===== config.mk =====
export PLATFORM = sky130hd
export DESIGN_NAME = mem_access_unit
export DESIGN_NICKNAME = d
export VERILOG_FILES = /design/src/rtl/mem_access_unit.sv
export SDC_FILE = /design/constraint.sdc
export NUM_CORES = 1
export LEC_CHECK = 0
export BUFFER_PORTS_ARGS = -buffer_cell sky130_fd_sc_hd__buf_2
export CAP_MARGIN = 20
export CORE_ASPECT_RATIO = 0.6
export CORE_MARGIN = 3
export CORE_UTILIZATION = 45
export CTS_CLUSTER_DIAMETER = 150
export DETAILED_ROUTE_END_ITERATION = 16
export HOLD_SLACK_MARGIN = 0.1
export PLACE_DENSITY = 0.84
export SYNTH_ARGS = -nofsm -noshare
export SYNTH_HDL_FRONTEND = slang
export SYNTH_SLANG_ARGS = --single-unit

===== constraint.sdc =====
create_clock -name i_clk -period 1.5 [get_ports i_clk]
set_input_delay 0.15 -clock i_clk [delete_from_list [all_inputs] [get_ports i_clk]]
set_output_delay 0.15 -clock i_clk [all_outputs]
set_load 0.005 [all_outputs]

===== src/rtl/mem_access_unit.sv =====
// rtl/mem_access_unit.sv - MEM-stage load/store unit with data-memory req/ack sequencing
//
// Sits between the EX/MEM pipeline register and the data-memory port.
// Stores are narrowed to byte/half lanes with byte enables; loads are lane-extracted
// and sign/zero-extended. The pipeline is stalled until the memory access completes.
//
// Ports:
//   i_clk, i_rst          clock (rising edge), synchronous active-high reset
//   i_mem_op_valid        load/store present in MEM stage
//   i_mem_op_write        1=store, 0=load
//   i_mem_size            00 byte, 01 half, 10 word, 11 illegal
//   i_mem_unsigned        load extension: 1=zero, 0=sign
//   i_addr, i_wdata       byte address, store data
//   o_stall               freeze upstream pipeline
//   o_rdata_out           extended load result (held until next load or timeout)
//   o_done                one-cycle pulse, access complete
//   o_misalign            one-cycle pulse, rejected access
//   o_bus_err             one-cycle pulse with o_done, ack timeout
//   o_dm_req/we/addr/be/wdata, i_dm_ack, i_dm_rdata   data-memory port
module mem_access_unit #(
    parameter int unsigned TIMEOUT_CYCLES = 255
) (
    input  logic        i_clk,
    input  logic        i_rst,
    input  logic        i_mem_op_valid,
    input  logic        i_mem_op_write,
    input  logic [1:0]  i_mem_size,
    input  logic        i_mem_unsigned,
    input  logic [31:0] i_addr,
    input  logic [31:0] i_wdata,
    output logic        o_stall,
    output logic [31:0] o_rdata_out,
    output logic        o_done,
    output logic        o_misalign,
    output logic        o_bus_err,
    output logic        o_dm_req,
    output logic        o_dm_we,
    output logic [31:0] o_dm_addr,
    output logic [3:0]  o_dm_be,
    output logic [31:0] o_dm_wdata,
    input  logic        i_dm_ack,
    input  logic [31:0] i_dm_rdata
);

    typedef enum logic [1:0] {
        S_IDLE = 2'd0,
        S_BUSY = 2'd1,
        S_DONE = 2'd2
    } state_t;

    // Counter value seen in the last BUSY cycle before the access is abandoned.
    localparam logic [15:0] TMO_LAST = 16'(TIMEOUT_CYCLES - 1);

    state_t      r_state;
    state_t      w_next;

    logic        r_we;
    logic [1:0]  r_size;
    logic        r_unsigned;
    logic [31:0] r_addr;
    logic [3:0]  r_be;
    logic [31:0] r_dm_wdata;
    logic [15:0] r_cnt;
    logic        r_timeout;
    logic        r_misalign;
    logic [31:0] r_rdata;

    logic        w_illegal;
    logic        w_accept;
    logic        w_reject;
    logic        w_busy;
    logic        w_expire;
    logic [3:0]  w_be;
    logic [31:0] w_wdata;
    logic [7:0]  w_ld_byte;
    logic [15:0] w_ld_half;
    logic [31:0] w_ld_data;

    assign w_illegal = (i_mem_size == 2'b11)
                     | ((i_mem_size == 2'b01) & i_addr[0])
                     | ((i_mem_size == 2'b10) & (i_addr[1:0] != 2'b00));
    assign w_accept  = (r_state == S_IDLE) & i_mem_op_valid & ~w_illegal;
    assign w_reject  = (r_state == S_IDLE) & i_mem_op_valid & w_illegal;
    assign w_busy    = (r_state == S_BUSY);
    // An ack arriving on the expiry cycle wins: the access completes normally.
    assign w_expire  = w_busy & ~i_dm_ack & (r_cnt == TMO_LAST);

    // Store lane placement, computed from the incoming op and latched at accept.
    always_comb begin
        w_be    = 4'b1111;
        w_wdata = i_wdata;
        case (i_mem_size)
            2'b00: begin
                w_wdata = {4{i_wdata[7:0]}};
                if (i_mem_op_write) w_be = 4'b0001 << i_addr[1:0];
            end
            2'b01: begin
                w_wdata = {2{i_wdata[15:0]}};
                if (i_mem_op_write) w_be = i_addr[1] ? 4'b1100 : 4'b0011;
            end
            default: ;
        endcase
    end

    // Load lane extraction and extension from the returned word.
    assign w_ld_byte = i_dm_rdata[{r_addr[1:0], 3'b000} +: 8];
    assign w_ld_half = i_dm_rdata[{r_addr[1], 4'b0000} +: 16];

    always_comb begin
        w_ld_data = i_dm_rdata;
        case (r_size)
            2'b00:   w_ld_data = r_unsigned ? {24'd0, w_ld_byte}
                                            : {{24{w_ld_byte[7]}}, w_ld_byte};
            2'b01:   w_ld_data = r_unsigned ? {16'd0, w_ld_half}
                                            : {{16{w_ld_half[15]}}, w_ld_half};
            default: ;
        endcase
    end

    always_ff @(posedge i_clk) begin
        if (i_rst) r_state <= S_IDLE;
        else       r_state <= w_next;
    end

    always_comb begin
        w_next   = r_state;
        o_stall  = 1'b0;
        o_dm_req = 1'b0;
        o_done   = 1'b0;
        case (r_state)
            S_IDLE: begin
                if (w_accept) begin
                    w_next  = S_BUSY;
                    o_stall = 1'b1;
                end
            end
            S_BUSY: begin
                o_stall  = 1'b1;
                o_dm_req = 1'b1;
                if (i_dm_ack || w_expire) w_next = S_DONE;
            end
            S_DONE: begin
                o_done = 1'b1;
                w_next = S_IDLE;
            end
            default: w_next = S_IDLE;
        endcase
    end

    always_ff @(posedge i_clk) begin
        if (i_rst) begin
            r_we       <= 1'b0;
            r_size     <= 2'b00;
            r_unsigned <= 1'b0;
            r_addr     <= 32'd0;
            r_be       <= 4'd0;
            r_dm_wdata <= 32'd0;
            r_cnt      <= 16'd0;
            r_timeout  <= 1'b0;
            r_misalign <= 1'b0;
            r_rdata    <= 32'd0;
        end else begin
            r_misalign <= w_reject;
            if (w_accept) begin
                r_we       <= i_mem_op_write;
                r_size     <= i_mem_size;
                r_unsigned <= i_mem_unsigned;
                r_addr     <= i_addr;
                r_be       <= w_be;
                r_dm_wdata <= w_wdata;
            end
            if (w_busy && !i_dm_ack) r_cnt <= r_cnt + 16'd1;
            else if (r_state == S_DONE) r_cnt <= 16'd0;
            // Timeout flag is held through DONE so bus_err pulses alongside done.
            if (w_busy) r_timeout <= w_expire;
            else if (r_state == S_IDLE) r_timeout <= 1'b0;
            if (w_busy && !r_we) begin
                if (i_dm_ack)      r_rdata <= w_ld_data;
                else if (w_expire) r_rdata <= 32'd0;
            end
        end
    end

    assign o_rdata_out = r_rdata;
    assign o_misalign  = r_misalign;
    assign o_bus_err   = (r_state == S_DONE) & r_timeout;
    assign o_dm_we     = w_busy & r_we;
    assign o_dm_addr   = w_busy ? {r_addr[31:2], 2'b00} : 32'd0;
    assign o_dm_be     = w_busy ? r_be : 4'd0;
    assign o_dm_wdata  = w_busy ? r_dm_wdata : 32'd0;

endmodule


After elaboration in Yosys (flattened, before gate mapping)
Cells that the tools add are included.
{ "totals": {"ff_bits": 124, "output_inout_bits": 106, "wordCells": 75} }
{ "op_classes": {"n_addsub": 1, "n_eq_ne": 9, "shifts": 3, "mux": 24, "bitwise": 13, "n_reduce_logical": 14} }
{ "op_table": {"columns": ["op", "count"], "rows": [
  ["2-to-1 mux 32 bit", 6],
  ["case mux 32 bit (2 select lines)", 2],
  ["2-to-1 mux 16 bit", 2],
  ["variable part select 32 x 6 -> 16 bit", 1],
  ["variable part select 32 x 6 -> 8 bit", 1],
  ["adder 16 x 1 -> 16 bit, second input constant", 1],
  ["== test 16 x 8 -> 1 bit, second input constant", 1],
  ["2-to-1 mux 4 bit", 4],
  ["AND 1 bit", 9],
  ["case mux 4 bit (2 select lines)", 1],
  ["nonzero test 2 bit", 4],
  ["== test 2 x 1 -> 1 bit, second input constant", 3],
  ["== test 2 bit, second input constant", 3],
  ["logical NOT 2 bit", 3],
  ["2-to-1 mux 1 bit", 5],
  ["2-to-1 mux 2 bit", 2],
  ["case mux 2 bit (2 select lines)", 1],
  ["AND reduction 2 bit", 2],
  ["left shift 1 x 2 -> 4 bit, first input constant", 1],
  ["logical AND 1 bit", 2],
  ["logical NOT 1 bit", 2],
  ["!= test 2 x 1 -> 1 bit, second input constant", 1],
  ["!= test 2 bit, second input constant", 1],
  ["NOT 1 bit", 2],
  ["3 further kinds", 4]
]} }

Logic depth before layout (Yosys ltp)
{ "depth": {"depth_word": 8, "mapped_depth": 7, "depth_no_buf": 6} }

Worst setup path after synthesis
No wires, ideal clock.
{ "synth_timing": {"path_kind": "register to register", "from": "register r_cnt[0]", "to": "register r_rdata[2], in the netlist o_rdata_out[2]", "t_arrival_ns": 1.472, "required_time_ns": 1.383, "path_slack_ns": -0.089, "path_stages_with_launch": 8, "n_path_buf": 1, "synth_period_minus_slack_ns": 1.589, "path_cell_list": "dfxtp_1 -> inv_1 -> ha_1 -> nor4b_1 -> nand4_1 -> o2bb2ai_1 -> buf_2 -> a22o_1"} }
{ "synth_via": {"elab_chain_len": 4} }
{ "synth_rtl": {"columns": ["item", "line_no", "source"], "rows": [
  ["start: declaration", "63", "logic [15:0] r_cnt;"],
  ["start signal: assignment", "172", "if (w_busy && !i_dm_ack) r_cnt <= r_cnt + 16'd1;"],
  ["== test 16 x 8 -> 1 bit", "86", "assign w_expire = w_busy & ~i_dm_ack & (r_cnt == TMO_LAST);"],
  ["AND 1 bit", "86", null],
  ["nonzero test 2 bit (no source line)", null, null],
  ["AND reduction 2 bit (no source line)", null, null],
  ["end signal: assignment", "178", "if (i_dm_ack) r_rdata <= w_ld_data;"],
  ["end: declaration", "66", "logic [31:0] r_rdata;"]
]} }
No other way between the ends.
A chain may end at the register's enable or synchronous reset.

Worst setup path in the final report
{ "layout_timing": {"from": "register r_state[1]", "to": "register r_cnt[15]"} }
{ "layout_via": {"elab_chain_len": 3, "elab_cells_between_ends": 5} }
{ "layout_rtl": {"columns": ["item", "line_no", "source"], "rows": [
  ["start: declaration", "54", "state_t r_state;"],
  ["start signal: assignment", "122", "else r_state <= w_next;"],
  ["== test 2 x 1 -> 1 bit", "84", "assign w_busy = (r_state == S_BUSY);"],
  ["logical AND 1 bit", "172", null],
  ["2-to-1 mux 16 bit / nonzero test 2 bit (equally long branches)", null, null]
]} }
Parallel ways exist; a longest one is shown, timed or not.

==> results.toml <==
[timing]
period_needed_ps = 1790
finalWorstSetupSlack_ps = -286
slew_violations = 0
relSlewSlack = 0.493
fin_crit_sh = 1.19
tns_ps = -21890
skew_ps = 15.5
finalSetupViolations = 171
hold_slack_ps = 118
grt_setup_unrepaired = "true"
fmax_ghz = 0.560
max_slew.worst_pin.slew_ps = 760
hold_viol = 0

[placed_design]
dpl.cell_count = 1116
place_congestion = 0.953
portBuffers = 207
place_ws_ps = -106
hpwlAfterDp_um = 14500

[synth]
syn_area_um2 = 6220
ys_seq_elements = 124
async_reset_ff_frac = 0
synthCells = 745
ys_types = 62
synth.avg_cell_area_um2 = 8.35
netlist_top_cells_area = "dfxtp_1 (40%), a21oi_1 (8.5%), and2_1 (7.0%)"
yosys.area.top_type = "dfxtp_1"
yosysSeqAreaShare = 0.399
yosysWarnings = 0
synth_top_area_frac = 0.399
synth_edf_count = 0
yosys_most_used_dff = "dfxtp_1"

[outcome]
violations = "negative setup slack"
outcome = "finished with violations"

[worst_setup_path]
critPathLaunchType = "flop"
r2r_cells = 6
crit_path_end = "r_cnt[15]$_SDFFE_PP0P_"
cp_max_fo = 4
cp-end-kind = "flop"
r2r-end = "r_cnt[15]$_SDFFE_PP0P_"
worstPathArrival_ps = 2080
critPathKind = "reg2reg"
cp.required_ps = 1790
setup.worst_path.start = "r_state[1]$_SDFFE_PP0P_"
r2r_setup_slack_ps = -290
worstReg2RegStart = "r_state[1]$_SDFFE_PP0P_"

[clock_tree]
clkLatencyLatePin_ps = 430
cts_root_buffer = "clkbuf_16"
clk_pin_slew_worst_paths_ps = 60
cts_tree = "done"
htreeDepth = 4
cts_buffers = 17
cts_buffer_depth = 2
cts_num_sinks = 124

[grt]
grt_max_degree = 78
grt_first_pass_wirelength_um = 37800
antenna_found_initial = 0
grt_usage = 0.310
overflow = 0
grt_pass1_vias = 7187

[power]
p_leak_uw = 0.00465
powerDensity_nw_per_um2 = 916
irDropWorstVdd_uv = 900

[layout]
area_growth_pct = 75.8
layout_commonest_cell = "buf_2"
mostFrequentLayoutCells = "buf_2 (159), dfxtp_1 (113), dlygate4sd3_1 (82)"
drive_above_1_share = 0.475
final_cells = 1271
fin_nets = 1193

[floorplanning]
die_area_um2 = 15300
die-height_um = 97.1
initial_core_util = 0.472
io_pins = 210
die_w_um = 158
core_um2 = 13200
rows = 32

[routing]
drtIter0Drc = 1216
wl_per_cell_um = 24.3
route.detailed.drc = 0
wl_um = 30800
dr.pass1.iters = 6
via_per_inst = 6.44
ant_nets = 0
vias = 8180

[flow_run]
maxCapViolations = 0

[hold_path]
hp-class = "in2reg"
-- registers in the layout, indices dropped and copies added (netlist names) --
name / cells
r_unsigned: 1
o_rdata_out: 32
o_misalign: 1
r_cnt: 16
r_dm_wdata: 32
r_be: 4
r_timeout: 1
r_state: 2
r_we: 1
r_addr: 32
r_size: 2
-- cells in the mapped netlist (5+ instances only) --
library cell  number
dfxtp_1          124
clkbuf_1          48
and2_1            70
nor2_1            16
a22oi_1            7
inv_1              7
o21bai_1           9
a32o_1             7
buf_1              5
nand3_1           61
o21ai_0           80
a211oi_1          11
o221ai_1           7
a311oi_1          13
a22o_1             7
o2bb2ai_1          9
o2bb2ai_2         10
nand2b_1           5
a21oi_1          106
buf_2             16
mux2i_1           25
nand2_1           39
-- logic make-up after synthesis --
group,share of synthesized area
compound gates,0.291
simple gates,0.206
flops,0.399
buf+inv,0.0557
mux,0.0438
fa+ha+maj,0.00402
other cells,0.000603
-- timing repair --
action / in CTS / in global routing
hold buffers: 80 / 2
setup buffers: 14 / 14
pin swaps: 14 / 73
endpoints found under the setup margin: 110 / 169
gates cloned: 3 / 11
endpoints found under the hold margin: 81 / 2
resized for setup: 65 / 209
-- layout make-up --
class | instances | area [um2]
clock inverter | 14 | 171
clock buffer | 18 | 429
antenna | 1 | 2.50
timing repair buffer | 395 | 3460
tap | 170 | 213
fill | 718 | 2230
multi-input combinational | 541 | 4120
sequential | 124 | 2500
inverter | 8 | 42.5
-- power by group --
group	internal, uW	leakage, uW	switching (uW)
sequential	3450	0.00102	130
combinational	987	0.00335	1120
clock	2620	0.000286	1710
total	7060	0.00465	2960
-- critical path, cell delays in order (launching register included) --
cell	delay [ps]
dfxtp_4	360
buf_4	150
nor3b_4	290
buf_4	170
nand4_1	270
o2111ai_2	300
o41ai_2	110
-- per-layer routing --
layer  up-vias  track usage  routed length [um]
li1       3433            -                   -
met1      3847        0.401               11800
met2       732        0.486               14000
met3       168       0.0912                3500
met4         0        0.122                1610
met5         -            0                   0
-- worst min-delay path by stage --
stage	from	endpoint	slack [ps]	cells past startpoint
floorplan	i_addr[1]	r_addr[1]$_SDFFE_PP0P_	290	2
CTS	i_dm_rdata[13]	o_rdata_out[13]$_SDFFE_PP0P_	100	3
detailed placement	i_addr[16]	r_addr[16]$_SDFFE_PP0P_	410	3
finish	i_dm_rdata[3]	o_rdata_out[3]$_SDFFE_PP0P_	120	4
global route	i_dm_rdata[9]	o_rdata_out[9]$_SDFFE_PP0P_	140	3
global placement	i_addr[29]	r_addr[29]$_SDFFE_PP0P_	400	3
-- through the flow --
step                 util  power (uW)  area, um2
floorplan               -        4340       6300
global placement    0.598        4900       7880
detailed placement  0.598        4930       7880
CTS                 0.738        9370       9730
global route        0.830       10200      10900
finish              0.830       10000      10900
No activity file was read; power rests on OpenSTA's default activity.
